$ cat src/rtl/video_cursor_overlay.sv
// Character-cell cursor overlay on a pixel stream: inverts colour under the cursor cell
// (block or underline, optional blink) and muxes the registered pixel onto a 12-bit DVI bus.
module video_cursor_overlay #(
  parameter int unsigned X0           = 415,
  parameter int unsigned Y0           = 50,
  parameter int unsigned CELL_W       = 24,
  parameter int unsigned CELL_H       = 24,
  parameter int unsigned BLINK_FRAMES = 30,
  parameter int unsigned UL_LINES     = 3
) (
  input  logic        pixel2_clk,
  input  logic        irst,
  input  logic [7:0]  red_in,
  input  logic [7:0]  green_in,
  input  logic [7:0]  blue_in,
  input  logic        hsyn_in,
  input  logic        vsyn_in,
  input  logic        blank_in,
  input  logic [6:0]  cursor_x,
  input  logic [5:0]  cursor_y,
  input  logic        cursor_en,
  input  logic        cursor_ul,
  input  logic        blink_en,
  output logic [7:0]  red,
  output logic [7:0]  green,
  output logic [7:0]  blue,
  output logic        hsyn,
  output logic        vsyn,
  output logic        blank,
  output logic [11:0] DVI_D,
  output logic        DVI_DE,
  output logic        DVI_H,
  output logic        DVI_V,
  output logic        DVI_XCLK_P,
  output logic        DVI_XCLK_N
);

  localparam int unsigned FcW = (BLINK_FRAMES > 1) ? $clog2(BLINK_FRAMES) : 1;

  logic [7:0]     red_q, red_d, green_q, green_d, blue_q, blue_d;
  logic           hsyn_q, vsyn_q, blank_q;
  logic [11:0]    hcnt_q, hcnt_d;
  logic [10:0]    lcnt_q, lcnt_d;
  logic [6:0]     cx_q, cx_d;
  logic [5:0]     cy_q, cy_d;
  logic           en_q, en_d, ul_q, ul_d;
  logic [FcW-1:0] frame_q, frame_d;
  logic           blink_phase_q, blink_phase_d;
  logic           dvi_phase_q, dvi_phase_d;

  logic        hsyn_rise, hsyn_fall, vsyn_rise, vsyn_fall;
  logic [15:0] hx, ly, col_lo, col_hi, row_lo, row_hi, ul_lo;
  logic        in_x, in_y, in_ul, range_ok, invert;

  // The registered sync outputs double as the edge-detector history.
  assign hsyn_rise = hsyn_in & ~hsyn_q;
  assign hsyn_fall = ~hsyn_in & hsyn_q;
  assign vsyn_rise = vsyn_in & ~vsyn_q;
  assign vsyn_fall = ~vsyn_in & vsyn_q;

  // Cell bounds at 16 bits so X0 + cx * CELL_W never wraps.
  always_comb begin
    hx       = {4'b0, hcnt_q};
    ly       = {5'b0, lcnt_q};
    col_lo   = 16'(X0) + 16'(cx_q) * 16'(CELL_W);
    col_hi   = col_lo + 16'(CELL_W);
    row_lo   = 16'(Y0) + 16'(cy_q) * 16'(CELL_H);
    row_hi   = row_lo + 16'(CELL_H);
    ul_lo    = row_hi - 16'(UL_LINES);
    in_x     = (hx >= col_lo) && (hx < col_hi);
    in_y     = (ly >= row_lo) && (ly < row_hi);
    in_ul    = (ly >= ul_lo);
    range_ok = (cx_q < 7'd64) && (cy_q < 6'd32);
    invert   = en_q & ~blink_phase_q & in_x & in_y & (~ul_q | in_ul) & range_ok;
  end

  always_comb begin
    red_d   = 8'h00;
    green_d = 8'h00;
    blue_d  = 8'h00;
    if (!blank_in) begin
      red_d   = invert ? ~red_in   : red_in;
      green_d = invert ? ~green_in : green_in;
      blue_d  = invert ? ~blue_in  : blue_in;
    end

    hcnt_d = hcnt_q;
    if (hsyn_fall)           hcnt_d = 12'd0;
    else if (hcnt_q != '1)   hcnt_d = hcnt_q + 12'd1;

    lcnt_d = lcnt_q;
    if (vsyn_fall)                      lcnt_d = 11'd0;
    else if (hsyn_fall && lcnt_q != '1) lcnt_d = lcnt_q + 11'd1;

    cx_d = cx_q;
    cy_d = cy_q;
    en_d = en_q;
    ul_d = ul_q;
    if (vsyn_rise) begin
      cx_d = cursor_x;
      cy_d = cursor_y;
      en_d = cursor_en;
      ul_d = cursor_ul;
    end

    frame_d       = frame_q;
    blink_phase_d = blink_phase_q;
    if (!blink_en) begin
      frame_d       = '0;
      blink_phase_d = 1'b0;
    end else if (vsyn_rise) begin
      if (frame_q == FcW'(BLINK_FRAMES - 1)) begin
        frame_d       = '0;
        blink_phase_d = ~blink_phase_q;
      end else begin
        frame_d = frame_q + FcW'(1);
      end
    end

    dvi_phase_d = hsyn_rise ? 1'b0 : ~dvi_phase_q;
  end

  always_ff @(posedge pixel2_clk) begin
    if (irst) begin
      red_q         <= 8'h00;
      green_q       <= 8'h00;
      blue_q        <= 8'h00;
      hsyn_q        <= 1'b0;
      vsyn_q        <= 1'b0;
      blank_q       <= 1'b0;
      hcnt_q        <= 12'd0;
      lcnt_q        <= 11'd0;
      cx_q          <= 7'd0;
      cy_q          <= 6'd0;
      en_q          <= 1'b0;
      ul_q          <= 1'b0;
      frame_q       <= '0;
      blink_phase_q <= 1'b0;
      dvi_phase_q   <= 1'b0;
    end else begin
      red_q         <= red_d;
      green_q       <= green_d;
      blue_q        <= blue_d;
      hsyn_q        <= hsyn_in;
      vsyn_q        <= vsyn_in;
      blank_q       <= blank_in;
      hcnt_q        <= hcnt_d;
      lcnt_q        <= lcnt_d;
      cx_q          <= cx_d;
      cy_q          <= cy_d;
      en_q          <= en_d;
      ul_q          <= ul_d;
      frame_q       <= frame_d;
      blink_phase_q <= blink_phase_d;
      dvi_phase_q   <= dvi_phase_d;
    end
  end

  assign red        = red_q;
  assign green      = green_q;
  assign blue       = blue_q;
  assign hsyn       = hsyn_q;
  assign vsyn       = vsyn_q;
  assign blank      = blank_q;
  assign DVI_D      = blank_q     ? 12'h000 :
                      dvi_phase_q ? {red_q, green_q[7:4]} : {green_q[3:0], blue_q};
  // Held low while in reset so the link shows no active video.
  assign DVI_DE     = ~blank_q & ~irst;
  assign DVI_H      = hsyn_q;
  assign DVI_V      = vsyn_q;
  assign DVI_XCLK_P = ~dvi_phase_q;
  assign DVI_XCLK_N = dvi_phase_q;

endmodule
$ cat config.mk
export PLATFORM = sky130hd
export DESIGN_NAME = video_cursor_overlay
export DESIGN_NICKNAME = d
export VERILOG_FILES = /design/src/rtl/video_cursor_overlay.sv
export SDC_FILE = /design/constraint.sdc
export NUM_CORES = 1
export LEC_CHECK = 0
export BUFFER_PORTS_ARGS = -buffer_cell sky130_fd_sc_hd__clkbuf_2
export CORE_ASPECT_RATIO = 1.5
export CORE_UTILIZATION = 58
export DETAILED_ROUTE_END_ITERATION = 8
export HOLD_SLACK_MARGIN = 0.03
export PLACE_DENSITY = 0.86
export SYNTH_ARGS = -nofsm -noshare
export SYNTH_HDL_FRONTEND = slang
export SYNTH_SLANG_ARGS = --single-unit
$ cat constraint.sdc
create_clock -name pixel2_clk -period 6.4 [get_ports pixel2_clk]
set_clock_uncertainty 0.2 [all_clocks]
set_input_delay 0.64 -clock pixel2_clk [delete_from_list [all_inputs] [get_ports pixel2_clk]]
set_output_delay 0.64 -clock pixel2_clk [all_outputs]
set_load 0.005 [all_outputs]
; Word level (Yosys, flattened, before mapping)
; Index checks and enable logic that the tools add are counted.
[totals]
regBits = 72
latch_bits = 0
mem_bits_rw = 0
romBits = 0
out_inout_bits = 44
wordCells = 75
mem_count = 0
[op_classes]
add_sub_neg = 8
n_mul = 2
n_div = 0
n_lt_le_gt_ge = 7
n_eq_ne = 3
shifts = 0
muxes = 6
bitwise = 24
reduce_logical = 10
[op_table]
columns = op, count
row1 = two-way mux 12 bit, 2
row2 = two-way mux 8 bit, 3
row3 = inverter 8 bit, 3
row4 = >= comparator 11 x 16 -> 1 bit, 1
row5 = "adder 13 x 5 -> 14 bit, second input constant", 1
row6 = less-than comparator 12 x 14 -> 1 bit, 1
row7 = "subtractor 13 x 2 -> 14 bit, second input constant", 1
row8 = "adder 12 x 5 -> 13 bit, second input constant", 1
row9 = "adder 9 x 12 -> 13 bit, first input constant", 1
row10 = >= comparator 12 x 13 -> 1 bit, 1
row11 = less-than comparator 11 x 13 -> 1 bit, 1
row12 = "adder 12 x 1 -> 12 bit, second input constant", 1
row13 = "adder 6 x 11 -> 12 bit, first input constant", 1
row14 = >= comparator 11 x 12 -> 1 bit, 1
row15 = "!= test 12 bit, second input constant", 1
row16 = "adder 11 x 1 -> 11 bit, second input constant", 1
row17 = "!= test 11 bit, second input constant", 1
row18 = AND 1 bit, 10
row19 = inverter 1 bit, 10
row20 = OR reduction 2 bit, 5
row21 = "multiplier 7 x 2 -> 9 bit, second input constant", 1
row22 = "multiplier 6 x 2 -> 8 bit, second input constant", 1
row23 = "less-than comparator 7 bit, second input constant", 1
row24 = "less-than comparator 6 bit, second input constant", 1
row25 = other kinds (6), 9

; Logic depth before layout (Yosys ltp)
[logic_depth]
ltp_word = 10
mapped_depth = 23
depth_no_buf = 21

; Worst setup path after synthesis
; OpenSTA, ideal clock, no wires.
[synth_path]
kind = reg2reg
start = register cy_q[1]
end = register blue_q[1] (netlist: blue[1])
setup_time_ns = 0.072
arrival_ns = 4.731
path_slack_ns = 1.398
stages_incl_launch_ff = 23
period_less_slack_ns = 5.002
cell_sequence = dfxtp_1 -> ha_1 -> fa_1 -> inv_1 -> ha_1 -> clkbuf_1 -> nand3b_1 -> mux2i_1 -> nand3_1 -> a2111oi_2 -> o21ai_0 -> nand2_1 -> nand3_1 -> xnor2_1 -> ha_1 -> o2111ai_1 -> nor2_1 -> o21ai_0 -> nor4_1 -> o2111ai_1 -> a2111oi_4 -> buf_6 -> mux2i_1
[synth_via]
elab_chain_len = 9
elab_cells_between_ends = 15
cone_classes = 3 x add/sub / 1 x mul / 4 x order compare / 1 x mux / 4 x bitwise / 2 x reduce/logical
[synth_rtl]
columns = item, line_no
row1 = start: declaration, 45  ; logic [5:0] cy_q, cy_d;
row2 = start signal: assignment, 150  ; cy_q <= cy_d;
row3 = multiplier 6 x 2 -> 8 bit, 67  ; row_lo = 16'(Y0) + 16'(cy_q) * 16'(CELL_H);
row4 = adder 6 x 11 -> 12 bit, 67
row5 = adder 12 x 5 -> 13 bit, 68  ; row_hi = row_lo + 16'(CELL_H);
row6 = subtractor 13 x 2 -> 14 bit or less-than comparator 11 x 13 -> 1 bit (tied branches), "69, 71"
row7 = >= comparator 11 x 16 -> 1 bit or logical AND 1 bit (tied branches), "72, 71"
row8 = bitwise OR 1 bit or AND 1 bit (tied branches), 74  ; invert = en_q & ~blink_phase_q & in_x & in_y & (~ul_q | in_ul) & range_ok;
row9 = AND 1 bit, 74
row10 = AND 1 bit (*), 74
row11 = two-way mux 8 bit (*), 84  ; blue_d = invert ? ~blue_in : blue_in;
row12 = end signal: assignment, 143  ; blue_q <= blue_d;
row13 = end: declaration, 40  ; logic [7:0] red_q, red_d, green_q, green_d, blue_q, blue_d;
; Mark *: on every way between the ends. The rest lies on a longest branch, timed or not.
; A chain may end at the register's enable or synchronous reset.

; Worst setup path after layout
[layout_path]
start = register cy_q[0]
end = register red_q[5] (netlist: red[5])
[layout_via]
elab_chain_len = 9
elab_cells_between_ends = 15
cone_classes = 3 x add/sub / 1 x mul / 4 x order compare / 1 x mux / 4 x bitwise / 2 x reduce/logical
[layout_rtl]
columns = item, line_no
row1 = multiplier 6 x 2 -> 8 bit, 67
row2 = adder 6 x 11 -> 12 bit, 67
row3 = adder 12 x 5 -> 13 bit, 68
row4 = subtractor 13 x 2 -> 14 bit or less-than comparator 11 x 13 -> 1 bit (tied branches), "69, 71"
row5 = >= comparator 11 x 16 -> 1 bit or logical AND 1 bit (tied branches), "72, 71"
row6 = bitwise OR 1 bit or AND 1 bit (tied branches), 74
row7 = AND 1 bit, 74
row8 = AND 1 bit (*), 74
row9 = two-way mux 8 bit (*), 82  ; red_d = invert ? ~red_in : red_in;
row10 = end signal: assignment, 141  ; red_q <= red_d;
row11 = end: declaration, 40
; Marks and branches as above.

==> run summary <==
### Status
• status: finished clean

### Timing
• fin. max-slew vios: 0
• final setup violating endpoints: 0
• RSZ-0062 raised after global routing: no
• fin crit share: 86.8%
• total count of hold-check failures in the final report: 0
• Worst Max-Slew Pin Slew: 0.997 ns
• maximum clock frequency: 180 MHz
• time the final worst path needs with I/O delays and setup: 5.56 ns
• relative slew slack: 33.3%
• final sum of negative setup slack: 0 ns

### Global routing
• via count of the first global-routing pass: 4748
• GRT overflow: 0
• Overall Global Routing Usage: 27.6%
• first-pass GRT wire length: 21.2 mm
• pin count of the biggest net entering global routing: 50
• antenna violations before repair: 0

### Die
• initial standard-cell utilization of the core: 59.6%
• overall die area: 9860 sq um
• number of standard-cell rows in the floorplan: 43
• Top Ports: 89
• horizontal extent of the die: 81.4 microns
• floorplan die height: 121 microns
• total core area: 9200 sq um

### Power and ir drop
• clock network fraction of design power: 39.3%
• switching share of total power: 31.0%
• power density relative to cell area: 208 nW/um^2
• Design Power: 1.30 mW
• internal portion of total power: 0.896 mW
• LEAKAGE: 2.77 nW
• peak supply drop: 0.184 mV
• net load switching power: 0.402 mW
• Seq pwr share: 37.3%
• fraction of power consumed by combinational cells: 23.4%

### Critical path
• CP most frequent cell: ha_1
• setup slack of the most critical reg-to-reg path: 0.84 ns
• data required time of the critical path: 6.46 ns
• Buf+Inv Stages, Crit Path: 2
• Setup crit start kind: flip-flop
• CP cell instances: ha_1, fa_1, inv_1, ha_1, nand3b_1, mux2i_1, nand3_1, a2111oi_2, o21ai_0, nand2_1, nand3_1, xnor2_1, ha_1, o2111ai_1, nor2_1, o21ai_0, nor4_1, o2111ai_1, a2111oi_4, buf_4, mux2i_1
• cell count along the critical path: 21
• delay contributed by the slowest stage of the critical path: 0.51 ns
• Critical Setup Path Class: reg2reg
• maximum net fanout on the critical path: 24
• Critical Path End Type: flip-flop
• number of cell instances on the worst register-to-register path: 21
• master of the slowest instance on the critical path: fa_1
• WP data arrival: 5.61 ns
• gate family responsible for the most delay along the worst path: adder cells

### Min path
• cell depth of the worst min-delay path: 2
• class of the tightest hold or removal check: reg2reg

### Logic synthesis
• number of synthesized register bits: 72
• number of instances in the synthesized netlist: 649
• netlist area before placement: 5490 sq um
• post-synthesis cell type count: 68
• Seq/Total Area, Yosys: 26.3%
• Main synth FF type: dfxtp_1
• count of flip-flops with a built-in enable after synthesis: 0
• share of synthesized flip-flops with an asynchronous set or reset: 0%
• nets in the synthesized netlist: 759
• synth warn: 0
• synthesized area divided by synthesized cell count: 8.45 sq um

### Route
• drt drc: 0
• routed wire length: 12.8 mm
• number of vias per cell: 5.84
• drt wl/cell: 15.2 microns
• number of detailed-route iterations in the first pass: 5
• First DRT Iteration DRCs: 262
• total via count after detailed routing: 4915
• antenna violation net count after detailed routing: 0

### Place
• last weighted congestion value of the routability-driven placer: 0.900
• IO Port Bufs: 88
• DPL Wire Length: 9.68 mm

### Finish
• top library cells by usage in the layout, fill and taps aside: clkbuf_2, nand2_1, dfxtp_1
• most common cell after layout, fill and taps aside: clkbuf_2
• sequential cell area: 1440 sq um
• final net count: 835
• filler instances: 713
• synth-to-layout area growth: 13.9%
• number of antenna repair diodes: 0
• share of final-layout standard cells stronger than drive strength 1: 16.7%
• area of the multi-input gates: 3800 sq um

### Run
• max_cap viols: 0

### Clock tree
• clock latency of the later-clocked register in the worst-skew pair: 0.34 ns
• TritonCTS clock tree: built
• post-cts gate resize count: 0
• Clock Pin Slew Worst Setup and Hold Paths: 0.06 ns
• CTS Sinks: 72
• number of buffers inserted during clock tree synthesis: 9
• number of buffers inserted to repair setup after CTS: 0
• master cell of the clock root buffer: clkbuf_16
• buffer depth of the longest clock path: 2
• hold-fix buffer count after cts: 0
• H-tree depth reported by CTS: 3

## power by group through the flow
| stage | Sequential [mW] | Combinational (mW) | Clock (mW) |
|---|---|---|---|
| floorplan | 0.487 | 0.228 | 0 |
| global placement | 0.493 | 0.285 | 0 |
| detailed placement | 0.494 | 0.299 | 0 |
| CTS | 0.484 | 0.302 | 0.514 |
| global route | 0.487 | 0.337 | 0.536 |
| finish | 0.485 | 0.303 | 0.510 |
## layout make-up
cell class	count	area share [%]
Clock buffer	10	3.66
Clock inverter	6	1.08
Inverter	29	1.74
Multi-Input combinational cell	522	60.8
Sequential cell	72	23.1
Tap cell	112	2.24
Timing Repair Buffer	91	7.41
## cell usage after synthesis (6+ instances only)
library cell,n,area share [%]
a21o_1,7,0.96
nand2_1,81,5.5
a211oi_1,7,0.96
o211ai_1,6,0.82
nand3_1,14,1.3
inv_1,29,2.0
xor2_1,27,4.3
o21ai_0,10,0.91
nor3_1,7,0.64
xnor2_1,25,4.0
o21a_1,7,0.96
a21oi_1,38,3.5
mux2i_1,41,7.5
nand2b_1,9,1.0
dfxtp_1,72,26
clkbuf_1,17,1.2
ha_1,63,14
nand4_1,8,0.91
nor3b_1,6,0.82
o21bai_1,6,0.82
or3_1,28,3.2
nor2_1,54,3.7
and3_1,7,0.80
## sequential cells by signal, indices dropped and copies added (netlist names)
register and cells:
blue 8, ul_q 1, DVI_V 1, green 8, cx_q 7, en_q 1
hcnt_q 12, red 8, cy_q 6, DVI_H 1, blink_phase_q 1, DVI_XCLK_N 1
lcnt_q 11, frame_q 5, blank 1
## routing by layer
metal	vias up	part of all wire, %	global-route usage [%]
met5	-	0	0
li1	2457	-	-
met1	2291	41	30.7
met4	0	2.1	11.3
met3	27	4.2	7.44
met2	140	53	48.3
## per-stage QoR
| stage | util (%) | hold slack, ns | setup slack (ns) | cells | area (sq um) |
|---|---|---|---|---|---|
| 6_report | 67.9 | 0.276 | 0.845 | 842 | 6250 |
| 5_1_grt | 67.9 | 0.298 | 0.398 | 842 | 6250 |
| 2_1_floorplan | - | 0.237 | 1.40 | 649 | 5490 |
| 4_1_cts | 67.9 | 0.277 | 0.893 | 842 | 6250 |
| 3_5_place_dp | 64.7 | 0.270 | 0.912 | 826 | 5950 |
| 3_3_place_gp | 64.7 | 0.256 | 1.17 | 826 | 5950 |
## worst paths after layout
kind | endpoint | start
worst max-delay path | red[5] | cy_q[0]
worst min-delay path | en_q | en_q
worst min register to register | en_q | en_q
worst max register to register | red[5] | cy_q[0]
## tightest hold or removal path: stages (launching register included)
cell     delay [ns]
dfxtp_1        0.32
nand2_1        0.06
a21oi_1        0.05
## cell families (layout without fill, tap and decap cells)
group | Yosys count | count (layout) | share of synthesized area, %
muxes | 41 | 41 | 7.48
DFF | 72 | 72 | 26.3
and+or+nand+nor | 237 | 237 | 21.1
adders and majority gates | 65 | 65 | 15.1
xor gates and xnor gates | 53 | 53 | 8.60
buffers and inverters | 55 | 136 | 4.47
AOI/OAI and AO/OA | 126 | 126 | 17.0
(Power assumes the default switching activity.)
